--- src/rtl/fetch_unit.sv ---
// Instruction fetch unit: single-outstanding fetch, holds the instruction for the
// decoder, and computes the next PC from branch/jump controls when it is consumed.
module fetch_unit #(
  parameter logic [31:0] RESET_PC = 32'h0040_0000
) (
  input  logic        clk,
  input  logic        reset,
  output logic        imem_req,
  output logic [31:0] imem_addr,
  input  logic        imem_ack,
  input  logic [31:0] imem_rdata,
  output logic [31:0] instr,
  output logic        instr_valid,
  input  logic        instr_ready,
  input  logic        BranchEQ,
  input  logic        BranchNE,
  input  logic        Jump,
  input  logic        JumpReg,
  input  logic        Zero,
  input  logic [31:0] jr_target,
  output logic [31:0] pc,
  output logic [31:0] retired,
  output logic        addr_err,
  output logic [1:0]  o_dbg_state
);

  // Handshakes: memory data is taken on a cycle with imem_req=1 and imem_ack=1;
  // the held instruction is consumed on a cycle with instr_valid=1 and instr_ready=1.

  typedef enum logic [1:0] {
    FETCH = 2'd0,
    HOLD  = 2'd1,
    ERR   = 2'd2
  } state_t;

  state_t      r_state;
  state_t      w_next_state;
  logic [31:0] r_pc;
  logic [31:0] r_instr;
  logic [31:0] r_retired;
  logic        r_addr_err;

  logic [31:0] w_pc4;
  logic [31:0] w_br_off;
  logic [31:0] w_next_pc;
  logic        w_taken;
  logic        w_consume;
  logic        w_misaligned;

  assign w_pc4        = r_pc + 32'd4;
  assign w_br_off     = {{14{r_instr[15]}}, r_instr[15:0], 2'b00};
  assign w_taken      = (BranchEQ & Zero) | (BranchNE & ~Zero);
  assign w_consume    = (r_state == HOLD) && instr_ready;
  assign w_misaligned = (w_next_pc[1:0] != 2'b00);

  always_comb begin
    w_next_pc = w_pc4;
    if (JumpReg)
      w_next_pc = jr_target;
    else if (Jump)
      w_next_pc = {w_pc4[31:28], r_instr[25:0], 2'b00};
    else if (w_taken)
      w_next_pc = w_pc4 + w_br_off;
  end

  always_comb begin
    w_next_state = r_state;
    case (r_state)
      FETCH:   if (imem_ack) w_next_state = HOLD;
      HOLD:    if (instr_ready) w_next_state = w_misaligned ? ERR : FETCH;
      ERR:     w_next_state = ERR;
      default: w_next_state = FETCH;
    endcase
  end

  always_ff @(posedge clk or posedge reset) begin
    if (reset) begin
      r_state    <= FETCH;
      r_pc       <= RESET_PC;
      r_instr    <= 32'd0;
      r_retired  <= 32'd0;
      r_addr_err <= 1'b0;
    end else begin
      r_state <= w_next_state;
      if ((r_state == FETCH) && imem_ack)
        r_instr <= imem_rdata;
      // A misaligned target retires the instruction but leaves pc on it.
      if (w_consume) begin
        r_retired <= r_retired + 32'd1;
        if (w_misaligned)
          r_addr_err <= 1'b1;
        else
          r_pc <= w_next_pc;
      end
    end
  end

  assign imem_req    = (r_state == FETCH);
  assign imem_addr   = r_pc;
  assign instr       = r_instr;
  assign instr_valid = (r_state == HOLD);
  assign pc          = r_pc;
  assign retired     = r_retired;
  assign addr_err    = r_addr_err;
  assign o_dbg_state = r_state;

endmodule

--- config.mk ---
export PLATFORM = sky130hd
export DESIGN_NAME = fetch_unit
export DESIGN_NICKNAME = d
export VERILOG_FILES = /design/src/rtl/fetch_unit.sv
export SDC_FILE = /design/constraint.sdc
export NUM_CORES = 1
export LEC_CHECK = 0
export BUFFER_PORTS_ARGS = -buffer_cell sky130_fd_sc_hd__buf_4
export CORE_MARGIN = 2
export CORE_UTILIZATION = 45
export CTS_BUF_LIST = sky130_fd_sc_hd__clkbuf_4 sky130_fd_sc_hd__clkbuf_8
export DETAILED_ROUTE_END_ITERATION = 10
export PLACE_DENSITY_LB_ADDON = 0.25
export SETUP_SLACK_MARGIN = 0.1
export SKIP_CTS_REPAIR_TIMING = 1
export SYNTH_ARGS = -nofsm -noshare
export SYNTH_HDL_FRONTEND = slang
export SYNTH_SLANG_ARGS = --single-unit
--- constraint.sdc ---
create_clock -name clk -period 4.3 [get_ports clk]
set_clock_uncertainty 0.2 [all_clocks]
set_input_delay 0.43 -clock clk [delete_from_list [all_inputs] [get_ports clk]]
set_output_delay 0.43 -clock clk [all_outputs]
set_load 0.1 [all_outputs]
==> out/metrics.yaml <==
critical_path:
  crit_path_start_kind: "flop"
  end_kind: "flop"
  ff2ff_path_depth: 16
  worstPathRequired_ns: 4.39
  cp_max_fo: 10
  cpLargestDelayFamily: "simple AND/OR/NAND/NOR gates"
  criticalPathCategory: "flop to flop"
  max_stage_delay_ns: 0.41
  worstPathArrival_ns: 4.11
  timing.critical_path.buf_inv: 1
  cp_common_cell: "and4_1"
  slowest_stage: "dfrtp_2"
  crit_cells: 16
  worstPathCellList: "and3_1 -> and3_4 -> nor2b_1 -> buf_4 -> nand2_1 -> xnor2_2 -> ha_2 -> and4_1 -> and4_1 -> o21ai_1 -> nand4_1 -> nand4_1 -> a21oi_2 -> or3_1 -> and4_1 -> o31ai_1"
clock_tree:
  path_clk_slew_ns: 0.12
  cts.path.max_buffers: 2
  cts_tree: "yes"
  numCtsBuffers: 9
  cts_sinks: 99
  htreeDepth: 3
  clock-root-buffer: "clkbuf_8"
  clk_latency_ns: 0.40
synth:
  synth_area_leaders: "dfrtp_1, xnor2_1, ha_1, mux2_2, nand2_1"
  synth_top_area_share_pct: 35.1
  postSynthAreaPerCell_um2: 8.95
  synth-compound-area-share_pct: 17.2
  synth.distinct_cells: 56
  synth.yosys.warnings: 0
  synth_xor_area_share_pct: 10.3
  synth_top_family_by_area: "simple AND/OR/NAND/NOR gates"
  synthAdderAreaFrac_pct: 7.10
  synth_edf_count: 0
  synth-seq-area-share_pct: 35.5
  synth_fp_nets: 892
  synthArstFlopShare_pct: 100
  yosys-top-cells-count: "dfrtp_1, nand2_1, xnor2_1, a21oi_1, nor2_1"
  ys.flop_type: "dfrtp_1"
  yosysMostFrequentCell: "dfrtp_1"
  synth-simple-area-share_pct: 18.1
  syn-instance-count: 780
  synth-seq-cells: 99
  yosys.area.top_type: "dfrtp_1"
  synthMuxAreaShare_pct: 5.90
  netlist_area_um2: 6980
die:
  die_h_um: 129
  core_area_um2: 15200
  rows: 45
  die_area_um2: 16500
  start_util_pct: 45.9
  ios: 206
  fp.dieW_um: 129
timing:
  max_slew_margin_pct: 35.4
  max_freq_mhz: 249
  holdWs_ns: 0.0515
  rsz0062_at_grt: "false"
  timing.final.max_slew_violations: 0
  finalCritPeriodShare_pct: 93.5
  finalCriticalPeriod_ns: 4.02
  finalSetupTns_ns: 0
  worst_pin_slew_ns: 0.968
  hold_violations: 0
  setup_violations: 0
placement:
  port_buffers: 205
  placed_cell_area_um2: 8480
  gp_congestion: 0.937
  dp_hpwl_mm: 15.5
routing:
  drtIter0Drc: 439
  wl_mm: 21.2
  dr.pass1.iters: 5
  ant_nets: 0
  wl_per_cell_um: 18.6
  via_per_inst: 5.63
  dr_total_vias: 6444
  drcViolationCount: 0
pwr:
  power_frac_comb_pct: 7.8
  p_int_mw: 1.28
  p_leak_nw: 4.47
  irDropWorstVdd_mv: 0.152
  switchingPower_uw: 454
  p_per_area_nw_per_um2: 196
  switching_share_pct: 26.2
  clock_power_share_pct: 38.5
  p_seq_share_pct: 53.7
global_routing:
  grt_overflow: 0
  grt_pass1_wl_mm: 33.5
  track_usage_pct: 25.7
  grt_pass1_vias: 6221
  antenna_found_initial: 0
  grt_start_max_net_pins: 77
finish:
  design_area_um2: 8860
  n_fill_cell: 1414
  layout-drive-gt1-share_pct: 33.1
  antenna_cells: 0
  nets: 1064
  syn2layout_area_growth_pct: 26.9
status:
  status: "finished, final reports clean"
min_path:
  hold_path_class: "input pin to asynchronous set/reset pin"
flow_run:
  maxCapViolations: 0
layout make-up:
cell class,count,area (µm²),share of cell area [%]
sequential,99,2490,28.2
inverter,10,40.0,0.452
tap,188,235,2.66
timing repair buffer,226,1700,19.2
clock buffer,10,131,1.48
multi-input combinational,606,4180,47.1
clock inverter,6,83.8,0.946
stage by stage:
stage | util [%] | std cells | power [mW] | worst slack, ns
floorplan | - | 780 | 1.01 | 0.135
global placement | 55.8 | 1118 | 1.08 | 0.243
detailed placement | 55.8 | 1118 | 1.08 | 0.142
CTS | 57.2 | 1134 | 1.75 | 0.0914
global route | 58.3 | 1145 | 1.81 | 0.0594
finish | 58.3 | 1145 | 1.73 | 0.282
cells in the final DEF (no fill, tap or decap), drive strengths merged, types with 24 or more instances in the layout:
cell type,n
and3,24
xnor2,61
a21oi,53
o21ai,51
ha,38
buf,226
dfrtp,98
mux2,33
nand3,34
nand2,86
nor2,50
power groups by stage:
stage               Sequential [mW]  Clock (mW)  Combinational (mW)
finish                        0.930       0.667               0.135
global route                  0.931       0.726               0.149
CTS                           0.930       0.684               0.136
detailed placement            0.949           0               0.136
global placement              0.949           0               0.134
floorplan                     0.949           0              0.0582
sequential cells by signal, summed over array words and instances, names as in the netlist:
signal,flops
addr_err,1
o_dbg_state,2
instr,32
retired,32
imem_addr,32
cell families after synthesis:
kind of cell | after synthesis
and+or+nand+nor | 257
muxes | 37
buffers and inverters | 75
AOI/OAI and AO/OA | 191
adders and majority gates | 39
DFF | 99
xor gates and xnor gates | 82
metal layers:
metal / vias to the layer above / global-route usage [%] / share of wire, %
met5: - / 0 / 0
met3: 28 / 5.78 / 5.9
met1: 3102 / 36.6 / 46
met4: 0 / 5.82 / 1.8
met2: 218 / 40.4 / 46
li1: 3096 / - / -
path summary, 6_finish.rpt:
kind | startpoint | to | slack, ns
worst max-delay path | imem_addr[4] | imem_addr[31] | 0.28
max in group asynchronous | reset | imem_addr[22] | 2.92
worst min register to register | retired[31] | retired[31] | 0.28
worst max register to register | imem_addr[4] | imem_addr[31] | 0.28
min in group clk | imem_rdata[19] | instr[19] | 0.06
worst min-delay path | reset | instr[20] | 0.05
Power figures use the tool's default switching activity.
